File: config.mk
export PLATFORM = sky130hd
export DESIGN_NAME = line_fill_buffer
export DESIGN_NICKNAME = d
export VERILOG_FILES = /design/src/rtl/lfb_pkg.sv /design/src/rtl/line_fill_buffer.sv
export SDC_FILE = /design/constraint.sdc
export NUM_CORES = 1
export LEC_CHECK = 0
export CORE_ASPECT_RATIO = 1.4
export CORE_MARGIN = 2
export CORE_UTILIZATION = 28
export CTS_BUF_LIST = sky130_fd_sc_hd__clkbuf_16
export DETAILED_ROUTE_END_ITERATION = 8
export PLACE_DENSITY = 0.51
export SYNTH_ARGS = -nofsm -noshare
export SYNTH_HDL_FRONTEND = slang
export SYNTH_SLANG_ARGS = --single-unit
File: constraint.sdc
create_clock -name clk -period 34.4 [get_ports clk]
set_clock_uncertainty 0.05 [all_clocks]
set_input_delay 3.44 -clock clk [delete_from_list [all_inputs] [get_ports clk]]
set_output_delay 3.44 -clock clk [all_outputs]
set_load 0.02 [all_outputs]
File: src/rtl/lfb_pkg.sv
// ---------------------------------------------------------------------------
// lfb_pkg
// Shared definitions for the line fill buffer: line geometry, the fill
// state encoding and the wrapping word-index helper.
// ---------------------------------------------------------------------------
package lfb_pkg;

    localparam int LFB_WORDS = 16;
    localparam int LFB_IDX_W = 4;

    typedef enum logic [1:0] {
        IDLE = 2'd0,
        FILL = 2'd1,
        DONE = 2'd2
    } lfb_state_t;

    // Word index of a beat: start offset plus beat count, wrapping 15 -> 0.
    function automatic logic [LFB_IDX_W-1:0] lfb_wrap_idx(
        input logic [LFB_IDX_W-1:0] base,
        input logic [LFB_IDX_W-1:0] off
    );
        return base + off;
    endfunction

endpackage

File: src/rtl/line_fill_buffer.sv
// ---------------------------------------------------------------------------
// line_fill_buffer
// Assembles a 16-word cache line from single-word memory beats and holds it
// for the parent's 16:1 word-select mux.
//
// Optional feature macro: LFB_CRIT_FIRST_EN
//   defined   : memory returns the critical word first, wrapping round.
//   undefined : memory returns words 0..15 in order; the critical word is
//               still tracked and flagged when its beat arrives.
//
// Ports:
//   clk, rst      clock; asynchronous active-high reset
//   req_valid     miss request, accepted while req_ready is high
//   req_word      critical word index of the request
//   req_ready     high in IDLE (decoded from state)
//   mem_read      memory read strobe, high throughout FILL (decoded)
//   mem_resp      one data beat valid this cycle
//   mem_rdata     beat data
//   line          assembled line, line[i] = word i
//   word_valid    bit i set once line[i] captured in the current fill
//   crit_sel      latched critical word index (mux select)
//   crit_valid    one-cycle pulse: line[crit_sel] now holds the new data
//   line_valid    one-cycle pulse: all 16 words captured
// ---------------------------------------------------------------------------
module line_fill_buffer
    import lfb_pkg::*;
#(
    parameter int WIDTH = 32
) (
    input  logic                                 clk,
    input  logic                                 rst,
    input  logic                                 req_valid,
    input  logic [LFB_IDX_W-1:0]                 req_word,
    output logic                                 req_ready,
    output logic                                 mem_read,
    input  logic                                 mem_resp,
    input  logic [WIDTH-1:0]                     mem_rdata,
    output logic [LFB_WORDS-1:0][WIDTH-1:0]      line,
    output logic [LFB_WORDS-1:0]                 word_valid,
    output logic [LFB_IDX_W-1:0]                 crit_sel,
    output logic                                 crit_valid,
    output logic                                 line_valid
);

    lfb_state_t             state;
    lfb_state_t             next_state;
    logic [LFB_IDX_W-1:0]   start;
    logic [LFB_IDX_W-1:0]   cnt;
    logic [LFB_IDX_W-1:0]   wr_idx;
    logic [LFB_IDX_W-1:0]   start_sel;
    logic                   accept;
    logic                   beat;
    logic                   last_beat;

    assign wr_idx    = lfb_wrap_idx(start, cnt);
    assign accept    = (state == IDLE) && req_valid;
    assign beat      = (state == FILL) && mem_resp;
    assign last_beat = beat && (cnt == 4'd15);

`ifdef LFB_CRIT_FIRST_EN
    assign start_sel = req_word;
`else
    assign start_sel = 4'd0;
`endif

    // State register.
    always_ff @(posedge clk or posedge rst) begin
        if (rst) begin
            state <= IDLE;
        end else begin
            state <= next_state;
        end
    end

    // Next-state logic and the two state-decoded handshake outputs.
    always_comb begin
        next_state = state;
        req_ready  = 1'b0;
        mem_read   = 1'b0;
        case (state)
            IDLE: begin
                req_ready = 1'b1;
                if (req_valid) begin
                    next_state = FILL;
                end else begin
                    next_state = IDLE;
                end
            end
            FILL: begin
                mem_read = 1'b1;
                if (mem_resp && (cnt == 4'd15)) begin
                    next_state = DONE;
                end else begin
                    next_state = FILL;
                end
            end
            DONE: begin
                next_state = IDLE;
            end
            default: begin
                next_state = IDLE;
            end
        endcase
    end

    // Request latch, beat counter, line storage and registered pulses.
    always_ff @(posedge clk or posedge rst) begin
        if (rst) begin
            start      <= 4'd0;
            cnt        <= 4'd0;
            crit_sel   <= 4'd0;
            line       <= '0;
            word_valid <= 16'd0;
            crit_valid <= 1'b0;
            line_valid <= 1'b0;
        end else begin
            // The critical-word flag compares against the latched index, so
            // it works for both in-order and critical-first return.
            crit_valid <= beat && (wr_idx == crit_sel);
            line_valid <= last_beat;
            if (accept) begin
                crit_sel   <= req_word;
                start      <= start_sel;
                cnt        <= 4'd0;
                word_valid <= 16'd0;
            end else if (beat) begin
                line[wr_idx]       <= mem_rdata;
                word_valid[wr_idx] <= 1'b1;
                cnt                <= cnt + 4'd1;
            end else begin
                cnt <= cnt;
            end
        end
    end

endmodule

# After elaboration in Yosys (flattened, before gate mapping)
# Index checks and enable logic that the tools add are counted.
classes:
  n_bitwise: 2
  reduce_logical: 9
  magnitude_cmp: 2
  add_sub_neg: 1
  eq_ne: 3
  n_mux: 14
ops:
  columns: ["cell", "count"]
  rows:
  - ["512-bit bitwise mux", 1]
  - ["32-bit demux with 4-bit select", 1]
  - ["16-bit 2-to-1 mux", 2]
  - ["32-bit 2-to-1 mux", 1]
  - ["16-bit OR", 1]
  - ["4-bit 2-to-1 mux", 2]
  - ["1-bit logical AND", 6]
  - ["4-bit by 5-bit less-than comparator with 1-bit output, second input constant", 1]
  - ["4-bit by 1-bit adder with 4-bit output, second input constant", 1]
  - ["1-bit demux with 4-bit select", 1]
  - ["4-bit == test", 1]
  - ["4-bit == test, second input constant", 1]
  - ["4-bit by 1-bit greater-or-equal comparator with 1-bit output, second input constant", 1]
  - ["1-bit 2-to-1 mux", 4]
  - ["2-bit one-hot mux with 2 select lines", 1]
  - ["2-bit by 1-bit == test with 1-bit output, second input constant", 1]
  - ["2-bit logical NOT", 1]
  - ["2-bit 2-to-1 mux", 1]
  - ["2-bit AND reduction", 1]
  - ["2-bit nonzero test", 1]
  - ["1-bit inverter", 1]
word_totals:
  input_bits: 40
  regBits: 540

# Logic depth before layout (Yosys ltp)
depth:
  depth_word: 7
  ltp_mapped: 7
  mapped_depth_nobuf: 5

# Worst setup path after synthesis
# Ideal clock, no wire load.
synth_timing:
  path_kind: "input-to-reg"
  start: "input port mem_resp"
  end: "register line[328] in the netlist's numbering"
  path_slack_ns: 29.612
  required_ns: 34.225
  arrival_ns: 4.613
  stages: 5
  cell_sequence: "buf_2 -> nand3b_1 -> nor2_1 -> buf_2 -> mux2_2"
synth_between:
  elab_chain_len: 2
synth_lines:
  columns: ["item", "line", "source"]
  rows:
  - ["start, declared", "line_fill_buffer.sv:36", "input logic mem_resp,"]
  - ["1-bit logical AND", "line_fill_buffer.sv:57", "assign beat = (state == FILL) && mem_resp;"]
  - ["2-bit AND reduction (no line)", null, null]
  - ["end signal, assigned by index", "line_fill_buffer.sv:127", "line[wr_idx] <= mem_rdata;"]
  - ["end, declared", "line_fill_buffer.sv:38", "output logic [LFB_WORDS-1:0][WIDTH-1:0] line,"]
# Every way passes these cells.
# A chain may end at the register's enable or synchronous reset.

==> key figures <==
Status
  • Outcome: complete, no violations

Yosys
  • Flops & latches, synth: 540
  • Syn Area/Cell: 16.8 um^2
  • Asr flop ratio synth: 100%
  • Seq/Total Area, Yosys: 65.6%
  • Cells after Synth: 1224
  • Synthesis Warnings: 0
  • Main synth FF type: dfrtp_1
  • EDFF count, synth: 0
  • Synth cell types: 32
  • Post-Synthesis Cell Area: 0.0206 mm^2
  • Syn nets: 1268

Placement
  • Port-buffer cells: 575
  • Detailed Place HPWL: 47.7 mm
  • Place WS: 26820 ps
  • Dpl cell area: 0.0273 mm^2
  • Placer's final routability congestion estimate: 0.749

STA
  • Hold Vio Cnt, Final: 0
  • Unrepaired setup endpoints after global routing: false
  • Slew Limit Fails: 0
  • Fin Hold WS: 440 ps
  • Final min period: 6790 ps
  • Least-Margin Pin Slew: 1090 ps
  • Final WS setup: 27610 ps
  • Final setup fails: 0
  • Sum Neg Setup Slack: 0 ps
  • Fin crit share: 19.7%
  • Max Fclk: 0.147 GHz
  • Max_slew headroom: 27.2%

Setup path
  • Req. time, crit path: 34940 ps
  • FF-to-FF End: line[174]$_DFFE_PP0P_
  • Arrival @ worst endpoint: 7330 ps
  • R2R cell count: 4
  • Element type at the critical path end: async pin
  • CP cell instances: clkdlybuf4s50_1, inv_8, buf_4, buf_4, buf_4
  • Worst Setup SP: rst
  • Maximum fanout along the worst path: 115
  • Kind of critical path: input port to async pin
  • Crit path largest cell delay: 870 ps
  • Startpoint Class: input port
  • Reg-to-reg startpoint: state[0]$_DFF_PP0_
  • R2R Setup Slk: 31630 ps
  • Crit-path slowest cell: buf_4
  • Worst setup path endpoint: line[44]$_DFFE_PP0P_
  • Most common cell on crit path: buf_4

Clock tree
  • Post-cts resize count: 0
  • H-tree levels: 2
  • Clk Latency, worst-skew pair: 600 ps
  • CTS tree: done
  • Clk slew on worst S/H paths: 60 ps
  • Inserted Clock Buffers: 54
  • Hold buffer count at cts: 0
  • Post-CTS Setup Repair Bufs: 0
  • Clock Sinks: 540
  • Clock Tree Root: clkbuf_16
  • Clock buffer depth: 3

Run
  • Max Cap Violations: 0

Power and ir drop
  • Leakage Power: 12.8 nW
  • PD cells: 104 mW/mm^2
  • Power Internal: 0.00193 W
  • P_sw: 0.00108 W
  • Clk pwr share: 19.1%
  • Max VDD drop: 0.0451 mV
  • Flop pwr share: 35.1%
  • Switching Fraction: 35.9%
  • Combinational power share: 45.8%

Global route
  • Pin count of the biggest net entering global routing: 116
  • Vias in the first global route: 13509
  • First-pass GRT wire length: 99.8 mm
  • Grt ovf: 0
  • Gr usage total: 18.2%
  • Initial antenna violation count: 2

Die
  • Initial Utilization: 28.3%
  • Die X: 233 um
  • Core Box Area: 0.0728 mm^2
  • Die Y: 325 um
  • I/O pins: 576
  • Num rows: 117
  • Die area: 0.0757 mm^2

Route
  • Routed WL: 69.2 mm
  • Drt wl/cell: 24.9 um
  • Antenna viol nets, final: 0
  • Initial DRC Count: 418
  • Drt pass-1 iters: 4
  • Vias per cell: 4.47
  • DR vias: 12447
  • # DRC: 0

Cells and area
  • Register area: 0.0135 mm^2
  • Filler cells: 6910
  • Area growth syn-to-layout: 40.7%
  • Share of cells above drive strength 1: 34.1%
  • Area of the multi-input gates: 0.00663 mm^2
  • Design Area, Final: 0.0290 mm^2
  • Final net count: 1832

Worst hold path
  • Hold Crit Class: flip-flop to flip-flop
## layout make-up
| cell class | count | share of cell area (%) |
|---|---|---|
| multi-input combinational | 590 | 22.9 |
| inverter | 5 | 0.0907 |
| timing repair buffer | 597 | 20.4 |
| antenna | 1 | 0.00864 |
| clock buffer | 55 | 4.75 |
| sequential | 540 | 46.7 |
| clock inverter | 45 | 1.07 |
| tap | 952 | 4.11 |
## critical path, delay by kind of cell
kind | cells | cell delay [ps]
buf+inv | 5 | 3590
## flip-flops by register name, indices dropped and copies added (netlist names)
signal      flops
word_valid     16
line          512
state           2
crit_valid      1
line_valid      1
crit_sel        4
cnt             4
## placed cells by master, fill, tap and decap left out, types with 5 or more instances in the layout
master	Yosys	final
mux2_1	8	8
clkbuf_16	0	55
nor2_1	14	5
clkdlybuf4s50_1	0	575
nor2_4	4	14
xnor2_1	5	5
inv_1	5	15
dfrtp_1	540	540
clkinv_1	0	14
buf_4	17	22
clkinv_2	0	11
mux2_2	450	450
mux2_4	58	58
o21a_1	14	14
## stage by stage
step	utilization [%]	total power [W]	cells
floorplan	-	0.00174	1224
global placement	37.5	0.00244	2684
detailed placement	37.5	0.00246	2684
CTS	39.8	0.00305	2784
global route	39.8	0.00315	2784
finish	39.8	0.00300	2785
## cell families after synthesis
kind of cell / Yosys count / share of synthesized area, %
DFF: 540 / 65.6
muxes: 516 / 29.3
buffers and inverters: 94 / 2.53
and+or+nand+nor: 45 / 1.39
AOI/OAI and AO/OA: 19 / 0.656
xor gates and xnor gates: 6 / 0.255
adders and majority gates: 4 / 0.243
## how the worst min path moves through the flow
stage / slack (ps) / endpoint / startpoint / cells past startpoint
final: 440 / word_valid[10]$_DFFE_PP0P_ / word_valid[10]$_DFFE_PP0P_ / 1
after global routing: 460 / word_valid[10]$_DFFE_PP0P_ / word_valid[10]$_DFFE_PP0P_ / 1
after CTS: 440 / word_valid[10]$_DFFE_PP0P_ / word_valid[10]$_DFFE_PP0P_ / 1
after detailed placement: 430 / line[68]$_DFFE_PP0P_ / line[68]$_DFFE_PP0P_ / 1
after global placement: 420 / line[197]$_DFFE_PP0P_ / line[197]$_DFFE_PP0P_ / 1
after floorplan: 530 / cnt[3]$_DFFE_PP0P_ / cnt[3]$_DFFE_PP0P_ / 2
## power groups by stage
stage / clock network (W) / registers, W / logic, W
floorplan: 0 / 0.00138 / 0.000358
global placement: 0 / 0.00106 / 0.00139
detailed placement: 0 / 0.00107 / 0.00140
CTS: 0.000592 / 0.00106 / 0.00140
global route: 0.000618 / 0.00109 / 0.00144
finish: 0.000573 / 0.00105 / 0.00138
## metal layers
metal | wire length, um | GRT usage [%] | vias to the layer above | part of all wire [%]
met5 | 0 | 0 | - | 0
li1 | - | - | 5399 | -
met1 | 26100 | 20.2 | 6543 | 38
met3 | 4780 | 5.18 | 105 | 6.9
met2 | 35700 | 32.3 | 400 | 52
met4 | 2700 | 7.14 | 0 | 3.9
## synth_stat cells (3+ instances only)
cell / number / share of area, %
dfrtp_1: 540 / 66
o21a_1: 14 / 0.51
mux2_1: 8 / 0.44
xnor2_1: 5 / 0.21
mux2_2: 450 / 25
clkbuf_1: 24 / 0.44
buf_2: 41 / 1.0
inv_1: 5 / 0.091
buf_6: 7 / 0.38
nand4b_1: 3 / 0.13
buf_4: 17 / 0.62
nand2_1: 4 / 0.073
mux2_4: 58 / 4.2
nor2_4: 4 / 0.22
nand4_1: 3 / 0.091
nand3_1: 4 / 0.097
ha_1: 4 / 0.24
nand3b_1: 4 / 0.15
a21oi_1: 3 / 0.073
nor2_1: 14 / 0.26
Note: power is estimated with default switching activity, not from simulation.
==> RTL edit 1 (config.mk and constraints unchanged) <==
Encoding of `lfb_state_t`: now one-hot (3 bits for 3 states).
--- a/src/rtl/lfb_pkg.sv
+++ b/src/rtl/lfb_pkg.sv
@@ -8,10 +8,10 @@
     localparam int LFB_WORDS = 16;
     localparam int LFB_IDX_W = 4;
 
-    typedef enum logic [1:0] {
-        IDLE = 2'd0,
-        FILL = 2'd1,
-        DONE = 2'd2
+    typedef enum logic [2:0] {
+        IDLE = 3'b001,
+        FILL = 3'b010,
+        DONE = 3'b100
     } lfb_state_t;
 
     // Word index of a beat: start offset plus beat count, wrapping 15 -> 0.
Behaviour: no difference found for any inputs over 4 cycles, from zero or initial values and one cycle with rst high; so few cycles prove little.
==> RTL edit 1 against the original RTL <==
  * Count of clock-buffer cells in the layout grew 2
  * Worst setup slack gained 0.30 ns
  * Sequential share of layout area shrank 0.41 points
  * Sequential cell count grew 1
  * Global-route usage shrank 0.23 points
  * Synthesized area grew 1.6%
  * Wire length grew 1.0%
  * Design area grew 1.1%
  * Largest cell class unchanged
  * Highest routed layer is now met5
Power is not compared: it rests on default switching activity, and its combinational part moved more than twofold at a synthesized area within 25%.
==> RTL edit 1: results (changes against the original RTL) <==
Synth area leaders=dfrtp_1 65%, mux2_2 18%, mux2_4 8.3%; wire length on met1=26800 um (+2.8%); worst setup path end=line[242]; syn nets=1290 (+1.7%); DP Area=27600 sq um (+1.1%); Post-Synth Adder-Cell Area=0.00239 (-0.0000383); compound-cell area share of the yosys netlist=0.00156 (-0.00501); crit path DAT=7.07 ns (-0.26 ns); DR WL met3=4560 um (-4.6%); M2 GR Usage=0.324 (+0.00195); dpl cells=2707 (+0.86%); proportion of synthesized area in mux cells=0.297 (+0.00365); clk slew on worst S/H paths=0.06 ns (about the same); Seq/Total Area, Yosys=0.647 (-0.00907); DRT Pass-1 Iters=4 (unchanged); global-route usage over all layers=0.179 (-0.00228); vias=12600 (+1.1%); Placement Setup Slack=27.06 ns (+0.241 ns); # fillers=6854 (-0.81%); XOR/XNOR Fraction of Synth Area=0.00168 (-0.000878); maximum fanout along the worst path=108 (-6.1%); top sig layer=met5; max incr delay on CP=0.91 ns (+0.04 ns); GPL Wtd Cong=0.745 (-0.55%); vias per cell=4.47 (+0.11%); DRT iter0 DRCs=534 (+28%); clock buffer count from CTS=56 (+3.7%); status=finished clean; Slew headroom=0.285 (+0.0125); final layout net count=1849 (+0.93%); Cells after Synth=1246 (+1.8%); vias in the first global route=13600 (+0.56%); met1 GRT Util=0.205 (+0.00252); met2 wire length=36700 um (+2.9%); async set-reset flop share out of synthesis=1.00 (unchanged); pin count of the biggest net entering global routing=161 (+39%); Crit Reg-Reg Startpoint=state[0]; IO buf count=575 (unchanged); count of cell types in the netlist=31 (-3.1%); M3 GR Usage=0.0502 (-0.00157); CTS Buffer Depth=3 (unchanged); R2R Setup Slk=31.09 ns (-0.54 ns); Worst Setup Slack, final=27.91 ns (+0.299 ns); share of layout cells above drive strength 1=0.303 (-0.0385); routed len/inst=24.9 um (about the same); Worst R2R End=line[360]; first-pass GRT wire length=102000 um (+2.0%); hpwl dp=47900 um (+0.44%); list of most frequent post-synthesis cells=540 x dfrtp_1, 337 x mux2_2, 116 x mux2_4
[RTL edit 1: final cells by class]
| cell class | count | area (sq um) | area share |
|---|---|---|---|
| Inverter | 6 | 30.0 | 0.00103 |
| Antenna cell | 2 | 5.00 | 0.000171 |
| Tap cell | 960 | 1200 | 0.0410 |
| Clock buffer | 57 | 1430 | 0.0487 |
| Sequential cell | 541 | 13500 | 0.462 |
| Multi-Input combinational cell | 607 | 6890 | 0.235 |
| Clock inverter | 46 | 284 | 0.00970 |
| Timing Repair Buffer | 593 | 5900 | 0.202 |
[RTL edit 1: worst min-delay path by stage]
stage,start,endpoint,slack [ns],cells past startpoint
2_1_floorplan,cnt[0],cnt[0],0.52,1
3_3_place_gp,word_valid[14],word_valid[14],0.41,2
3_5_place_dp,word_valid[8],word_valid[8],0.41,2
4_1_cts,word_valid[6],word_valid[6],0.43,2
5_1_grt,line[267],line[267],0.45,1
6_report,word_valid[6],word_valid[6],0.43,2
==> RTL edit 2 (same flow settings) <==
Without the edit above. Set the parameter `WIDTH` to 28 (it was 32).
--- a/src/rtl/line_fill_buffer.sv
+++ b/src/rtl/line_fill_buffer.sv
@@ -25,7 +25,7 @@
 module line_fill_buffer
     import lfb_pkg::*;
 #(
-    parameter int WIDTH = 32
+    parameter int WIDTH = 28
 ) (
     input  logic                                 clk,
     input  logic                                 rst,
Ports: changed (resized line and mem_rdata); port bits go from 576 to 508. No check against the original RTL was run, so the function may have changed too.
==> RTL edit 2 against the original RTL <==
  * Design area shrank 12%
  * Hold slack lost 0.0040 ns
  * Clock power shrank 12%
  * Synthesized area shrank 11%
  * Wire length shrank 17%
  * Worst setup slack gained 0.99 ns
  * Total power shrank 10%
  * Sequential cell count shrank 64
  * Critical path type unchanged
==> RTL edit 2: results (changes against the original RTL) <==
status=finished clean; first-pass GRT wire length=83200 um (-17%); M2 GR Usage=0.290 (-0.0330); top sig layer=met5; DR WL met3=5010 um (+4.8%); # fillers=6201 (-10%); Least-Margin Pin Slew=1.17 ns (+0.0855 ns); list of most frequent post-synthesis cells=476 x dfrtp_1, 408 x mux2_2, 31 x buf_6; met1 GRT Util=0.197 (-0.00563); WL final=57500 um (-17%); P_leak=0.0113 uW (-12%); GPL Wtd Cong=0.737 (-1.7%); R2R Setup Slk=31.76 ns (+0.13 ns); Synth area leaders=dfrtp_1 65%, mux2_2 25%, mux2_4 2.2%; Placement Setup Slack=27.90 ns (+1.08 ns); clock buffer count from CTS=49 (-9.3%); DRT iter0 DRCs=385 (-7.9%); async set-reset flop share out of synthesis=1.00 (unchanged); Non-Filler Instances=2463 (-12%); Seq/Total Area, Yosys=0.653 (-0.00373); wire length on met1=22300 um (-14%); synthesized area per cell=16.6 sq um (-1.4%); worst setup path end=crit_valid; antenna violations before repair=3 (+1); vias per cell=4.47 (about the same); compound-cell area share of the yosys netlist=0.00768 (+0.00111); hpwl dp=40100 um (-16%); M3 GR Usage=0.0582 (+0.00644); max incr delay on CP=0.85 ns (-0.02 ns); final layout net count=1627 (-11%); proportion of synthesized area in mux cells=0.282 (-0.0108); top flop regs=line (448), word_valid (16); maximum fanout along the worst path=146 (+27%); worst vdd ir=0.0577 mV (+28%); Crit Reg-Reg Startpoint=cnt[0]; hold_sp=line[312]; Skew-Pair Late Insertion Delay=0.58 ns (-0.02 ns); XOR/XNOR Fraction of Synth Area=0.00240 (-0.000153); pin count of the biggest net entering global routing=147 (+27%); share of layout cells above drive strength 1=0.330 (-0.0109); Worst Setup Slack, final=28.60 ns (+0.990 ns); Worst R2R End=line[323]; H-tree depth=2 (unchanged); met2 wire length=28600 um (-20%); diode count=0 (-1); Post-Synth Adder-Cell Area=0.00274 (+0.000311); Worst Hold Slack=0.436 ns (-0.00396 ns); vias in the first global route=11800 (-13%); count of cell types in the netlist=29 (-9.4%); IO buf count=507 (-12%); R2R depth=5 (+1); DP Area=24000 sq um (-12%); Hold EP=line[312]; syn nets=1140 (-10%); crit path DAT=6.32 ns (-1.01 ns)
RTL edit 2: cell count changes in the layout (fill, tap and decap cells not counted), moves of 4 or more:
| cell | delta |
|---|---|
| clkinv_2 | -5 |
| clkdlybuf4s50_1 | -68 |
| nand2_1 | +12 |
| mux2_4 | -31 |
| a21oi_1 | +4 |
| mux2_2 | -42 |
| dfrtp_1 | -64 |
| nor2_4 | -4 |
| clkbuf_16 | -6 |
| mux2_1 | +5 |
| buf_4 | -11 |
RTL edit 2: layout make-up:
class,instances,area (sq um),area share
sequential,476,11900,0.467
tap,840,1050,0.0412
inverter,9,41.3,0.00162
clock inverter,38,262,0.0103
multi-input combinational,532,5820,0.228
clock buffer,49,1230,0.0481
timing repair buffer,519,5180,0.203
RTL edit 2: power breakdown:
group | internal (uW) | switching (uW)
Clock | 281 | 225
Combinational | 633 | 607
Sequential | 807 | 139
Total | 1720 | 971
